File: src/rtl/cvu_token_pkg.sv
// cvu_token_pkg: shared widths, token layout and collector FSM states for the CVU token collector
package cvu_token_pkg;
  localparam int TID_W = 10;
  localparam int BB_W = 5;
  typedef struct packed {
    logic [TID_W-1:0] tid;
    logic [BB_W-1:0] bb_primary;
    logic [BB_W-1:0] bb_alt;
  } token_entry_t;
  typedef enum logic [1:0] {RUN, DRAIN, FORCE, DONE} collector_state_t;
endpackage

File: src/rtl/token_fifo_2w1r.sv
// token_fifo_2w1r: DEPTH-entry FIFO with two ordered write ports (port 0 lands first), one read port and an occupancy count
module token_fifo_2w1r #(
  parameter int DEPTH = 16,
  parameter int W = 20,
  localparam int AW = $clog2(DEPTH),
  localparam int CW = $clog2(DEPTH + 1)
) (
  input  logic          clk,
  input  logic          rst,
  input  logic          we0_i,
  input  logic [W-1:0]  wd0_i,
  input  logic          we1_i,
  input  logic [W-1:0]  wd1_i,
  input  logic          re_i,
  output logic [W-1:0]  rd_o,
  output logic [CW-1:0] count_o
);
  logic [W-1:0] mem_q [DEPTH];
  logic [AW-1:0] wp_q, rp_q, wp1;
  logic [CW-1:0] cnt_q;
  assign wp1 = wp_q + AW'(1);
  always_ff @(posedge clk) begin
    if (we0_i) mem_q[wp_q] <= wd0_i;
    if (we1_i) mem_q[we0_i ? wp1 : wp_q] <= wd1_i;
  end
  always_ff @(posedge clk) begin
    if (rst) begin
      wp_q <= '0;
      rp_q <= '0;
      cnt_q <= '0;
    end else begin
      wp_q <= wp_q + AW'(we0_i) + AW'(we1_i);
      rp_q <= rp_q + AW'(re_i);
      cnt_q <= cnt_q + CW'(we0_i) + CW'(we1_i) - CW'(re_i);
    end
  end
  assign rd_o = mem_q[rp_q];
  assign count_o = cnt_q;
endmodule

File: src/rtl/cvu_token_collector.sv
// cvu_token_collector: turns two lanes of branch results into {tid, primary BB, alternate BB} tokens, issues one per cycle, drains and pulses force_w at kernel end; CVU_TOKEN_STATS_EN adds tok_issued/hold_stall counters
module cvu_token_collector #(
  parameter int DEPTH = 16,
  parameter int TID_W = cvu_token_pkg::TID_W,
  parameter int BB_W = cvu_token_pkg::BB_W,
  localparam int CW = $clog2(DEPTH + 1)
) (
  input  logic             clk,
  input  logic             rst,
  input  logic             l0_valid,
  input  logic [TID_W-1:0] l0_tid,
  input  logic             l0_taken,
  input  logic [BB_W-1:0]  l0_bb_taken,
  input  logic [BB_W-1:0]  l0_bb_fall,
  output logic             l0_ready,
  input  logic             l1_valid,
  input  logic [TID_W-1:0] l1_tid,
  input  logic             l1_taken,
  input  logic [BB_W-1:0]  l1_bb_taken,
  input  logic [BB_W-1:0]  l1_bb_fall,
  output logic             l1_ready,
  input  logic             hold,
  input  logic             drain_req,
  output logic             token_valid,
  output logic [TID_W-1:0] token_buffer,
  output logic [BB_W-1:0]  BB_target_1,
  output logic [BB_W-1:0]  BB_target_2,
  output logic             force_w,
  output logic             drain_done,
  output logic [CW-1:0]    fifo_count
`ifdef CVU_TOKEN_STATS_EN
  ,
  output logic [15:0]      tok_issued,
  output logic [15:0]      hold_stall
`endif
);
  import cvu_token_pkg::*;
  localparam int EW = TID_W + 2 * BB_W;
  collector_state_t state_q, state_d;
  logic [CW-1:0] count;
  logic [EW-1:0] wd0, wd1, head;
  logic push0, push1, pop;
  logic tv_q;
  logic [TID_W-1:0] tid_q;
  logic [BB_W-1:0] bb1_q, bb2_q;
  assign l0_ready = count <= CW'(DEPTH - 1) && state_q != DONE;
  assign l1_ready = count <= CW'(DEPTH - 2) && state_q != DONE;
  assign push0 = l0_valid && l0_ready;
  assign push1 = l1_valid && l1_ready;
  assign pop = !hold && count != '0;
  assign wd0 = l0_taken ? {l0_tid, l0_bb_taken, l0_bb_fall} : {l0_tid, l0_bb_fall, l0_bb_taken};
  assign wd1 = l1_taken ? {l1_tid, l1_bb_taken, l1_bb_fall} : {l1_tid, l1_bb_fall, l1_bb_taken};
  token_fifo_2w1r #(.DEPTH(DEPTH), .W(EW)) u_fifo (
    .clk(clk),
    .rst(rst),
    .we0_i(push0),
    .wd0_i(wd0),
    .we1_i(push1),
    .wd1_i(wd1),
    .re_i(pop),
    .rd_o(head),
    .count_o(count)
  );
  always_comb begin
    state_d = state_q;
    unique case (state_q)
      RUN:   if (drain_req) state_d = DRAIN;
      DRAIN: if (count == '0 && !hold && !push0 && !push1) state_d = FORCE;
      FORCE: state_d = DONE;
      DONE:  if (!drain_req) state_d = RUN;
      default: state_d = RUN;
    endcase
  end
  always_ff @(posedge clk) begin
    if (rst) begin
      state_q <= RUN;
      tv_q <= 1'b0;
      tid_q <= '0;
      bb1_q <= '0;
      bb2_q <= '0;
    end else begin
      state_q <= state_d;
      tv_q <= pop;
      if (pop) {tid_q, bb1_q, bb2_q} <= head;
    end
  end
  assign token_valid = tv_q;
  assign token_buffer = tid_q;
  assign BB_target_1 = bb1_q;
  assign BB_target_2 = bb2_q;
  assign force_w = state_q == FORCE;
  assign drain_done = state_q == DONE;
  assign fifo_count = count;
`ifdef CVU_TOKEN_STATS_EN
  logic [15:0] issued_q, stall_q;
  logic clr;
  assign clr = state_q == DONE && !drain_req;
  always_ff @(posedge clk) begin
    if (rst || clr) begin
      issued_q <= '0;
      stall_q <= '0;
    end else begin
      issued_q <= (pop && issued_q != '1) ? issued_q + 16'd1 : issued_q;
      stall_q <= (hold && count != '0 && stall_q != '1) ? stall_q + 16'd1 : stall_q;
    end
  end
  assign tok_issued = issued_q;
  assign hold_stall = stall_q;
`endif
endmodule

File: config.mk
export PLATFORM = sky130hd
export DESIGN_NAME = cvu_token_collector
export DESIGN_NICKNAME = d
export VERILOG_FILES = /design/src/rtl/cvu_token_pkg.sv /design/src/rtl/token_fifo_2w1r.sv /design/src/rtl/cvu_token_collector.sv
export SDC_FILE = /design/constraint.sdc
export NUM_CORES = 1
export LEC_CHECK = 0
export ABC_AREA = 1
export CAP_MARGIN = 0
export CORE_MARGIN = 3
export CORE_UTILIZATION = 60
export DETAILED_ROUTE_END_ITERATION = 12
export HOLD_SLACK_MARGIN = 0.12
export PLACE_DENSITY = 0.85
export SETUP_SLACK_MARGIN = 0.5
export SYNTH_ARGS = -nofsm -noshare
export SYNTH_HDL_FRONTEND = slang
export SYNTH_SLANG_ARGS = --single-unit
File: constraint.sdc
create_clock -name clk -period 8.3 [get_ports clk]
set_clock_uncertainty 0.1 [all_clocks]
set_input_delay 1.245 -clock clk [delete_from_list [all_inputs] [get_ports clk]]
set_output_delay 1.245 -clock clk [all_outputs]
set_load 0.03 [all_outputs]
==> impl_metrics.yaml <==
power:
  power_frac_seq: 0.374
  vdd_drop_max_v: 0.0002422
  power_frac_clock: 0.259
  power_per_cell_area_mw_per_mm2: 301.4
  power_mw: 6.490
  p_int_mw: 3.871
  netSwitchingPower_mw: 2.619
  p_leak_nw: 8.804
  swShare: 0.4036
  comb_power_share: 0.367
die:
  start_util: 0.6156
  num_rows: 65
  die_y_um: 187.1
  core-area_mm2: 0.03196
  die_width_um: 187.1
  ios: 78
  die_area_mm2: 0.03500
cts:
  post_cts_buffers: 0
  cts_max_path_buffers: 3
  cts_made_buffers: 39
  h-tree-depth: 2
  clkLatencyLatePin_ns: 0.54
  clkTransAtPathRegs_ns: 0.06
  post_cts_resize_count: 0
  cts.sinks: 356
  cts_tree: "done"
  cts_hold_buf: 0
  cts_root_buf: "clkbuf_16"
logic_synthesis:
  synth_cell_types: 32
  ys_seq_elements: 356
  async_reset_ff_frac: 0
  syn_area_mm2: 0.01968
  synth_area_per_cell_um2: 8.054
  synth_cells: 2443
  synth_nets: 2514
  ys_seq_area_frac: 0.5250
  synthFlopType: "edfxtp_1"
  synth_enable_flop_cells: 320
  ys.warnings.count: 0
timing:
  fmax_ghz: 0.1988
  worst-slew-pin-transition_ns: 1.429
  relSlewSlack: 0.04762
  finalHoldViolCount: 0
  setup_tns_ns: 0
  setup_violations: 0
  drv_slew: 0
  post-route-min-period_ns: 5.029
  whs_ns: 0.4545
  rsz0062_at_grt: "no"
  timing.final.crit_share: 0.6059
final_layout:
  num_antenna_cells: 0
  final_common_cell: "nand2_1"
  fin_nets: 2422
  final_cell_mix: "nand2_1 (713), nand3_1 (414), nor2_1 (332)"
  syn_to_final_growth_pct: 9.444
  drive_above_1_share: 0.06008
drt:
  routedWlPerCell_um: 23.26
  vias_per_cell: 6.481
  routed_wl_um: 65490
  post-route-drc-count: 0
  drtAntennaViolNets: 0
  drtPass1Iterations: 9
  drt_iter0_drc: 3751
  vias: 18245
job:
  drv.max_cap_violation_count: 0
setup_path:
  r2r.worst_path.cells: 11
  worst-path-max-fanout: 55
  critPathArrivalTime_ns: 5.08
  endpoint_kind: "flop"
  regToRegEndpoint: "u_fifo.mem_q[15][9]"
  critPathRequiredTime_ns: 8.35
  critical_path_class: "input port to flop"
  start_kind: "input port"
  r2r_slack_ns: 3.70
  rr_startpoint: "u_fifo.count_o[1]"
global_route:
  grt_pass1_wl_um: 99110
  grt_overflow_total: 0
  globalRouteTotalUtil: 0.3650
  antenna_found_initial: 0
  grt_max_degree: 101
  grt_pass1_vias: 17359
placement:
  io_buffers: 77
  place.gp.congestion: 0.9383
  hpwlAfterDp_um: 38490
run_status:
  status: "finished, final reports clean"
worst_hold_path:
  min_delay_path_depth: 2
  worstHoldStart: "state_q[0]"
  worstHoldEndpoint: "state_q[0]"
  hold_class: "flop to flop"
power groups by stage:
| stage | Combinational (mW) | Clock, mW | Sequential (mW) |
|---|---|---|---|
| after floorplan | 1.55 | 0 | 2.48 |
| after global placement | 2.22 | 0 | 2.45 |
| after detailed placement | 2.29 | 0 | 2.45 |
| after CTS | 2.31 | 1.67 | 2.42 |
| after global routing | 2.56 | 1.74 | 2.44 |
| final | 2.38 | 1.68 | 2.42 |
worst max-delay path: stages:
cell	delay, ns
clkdlybuf4s50_1	0.60
nand3_2	0.30
nand2_1	0.13
nand2_1	0.17
nor2_4	0.61
buf_4	0.62
nand2_1	0.66
o21ai_2	0.71
final cells by class:
class | count | area [um^2]
Clock buffer | 53 | 1111
Clock inverter | 17 | 103.9
Fill cell | 2501 | 10430
Inverter | 69 | 261.5
Multi-Input combinational cell | 1775 | 8155
Sequential cell | 356 | 10340
Tap cell | 435 | 544.3
Timing Repair Buffer | 110 | 1018
synthesized netlist by cell type (2+ instances only):
cell type,n,share of area
fa_1,3,0.0031
o21ai_0,172,0.044
nor3_1,2,0.00051
nand4_1,6,0.0019
buf_1,23,0.0044
nand2_1,713,0.14
inv_2,6,0.0011
dfxtp_1,36,0.037
buf_2,97,0.025
xnor2_1,2,0.00089
clkbuf_1,104,0.020
o21ai_1,16,0.0041
buf_4,18,0.0069
nor2_2,4,0.0013
nor2_4,2,0.0011
nand2_2,2,0.00064
nand3_1,414,0.11
edfxtp_1,320,0.49
ha_1,20,0.013
o211ai_1,60,0.023
inv_1,63,0.012
a21oi_1,16,0.0041
nor2_1,335,0.064
metrics by stage:
step / util / std cells / area [um^2] / setup WS, ns
finish: 0.6737 / 2815 / 21530 / 3.271
global route: 0.6737 / 2815 / 21530 / 2.969
CTS: 0.6737 / 2815 / 21530 / 3.319
detailed placement: 0.6357 / 2745 / 20320 / 2.814
global placement: 0.6357 / 2745 / 20320 / 2.938
floorplan: - / 2443 / 19680 / 4.658
worst max path at each step:
stage | startpoint | endpoint | slack, ns | depth (start not counted)
6_report | l0_valid | u_fifo.mem_q[15][9] | 3.27 | 8
4_1_cts | l0_valid | u_fifo.mem_q[7][5] | 3.32 | 7
3_3_place_gp | l0_valid | u_fifo.mem_q[7][8] | 2.94 | 7
5_1_grt | l0_valid | u_fifo.mem_q[7][18] | 2.97 | 7
2_1_floorplan | l0_valid | u_fifo.mem_q[10][0] | 4.66 | 5
3_5_place_dp | l0_valid | u_fifo.mem_q[7][3] | 2.81 | 7
logic make-up after synthesis:
group	synth area share
AO/OA/AOI/OAI	0.07593
XOR/XNOR	0.001336
adder cells (fa/ha/maj)	0.01577
buffers and inverters	0.06951
flip-flops	0.5250
multiplexers	0.0005088
AND/OR/NAND/NOR	0.3119
registers in the layout (all words and copies together) (netlist names):
name            count
BB_target_2         5
u_fifo.count_o      5
u_fifo.wp_q         4
token_valid         1
BB_target_1         5
state_q             2
u_fifo.rp_q         4
token_buffer       10
u_fifo.mem_q      320
routing by layer:
layer	global-route usage	up-vias	part of all wire
met5	0	-	0
met4	0.2190	0	0.073
met3	0.09764	371	0.16
met2	0.5543	1637	0.43
met1	0.4715	8244	0.33
li1	-	7993	-
(Power assumes the default switching activity.)
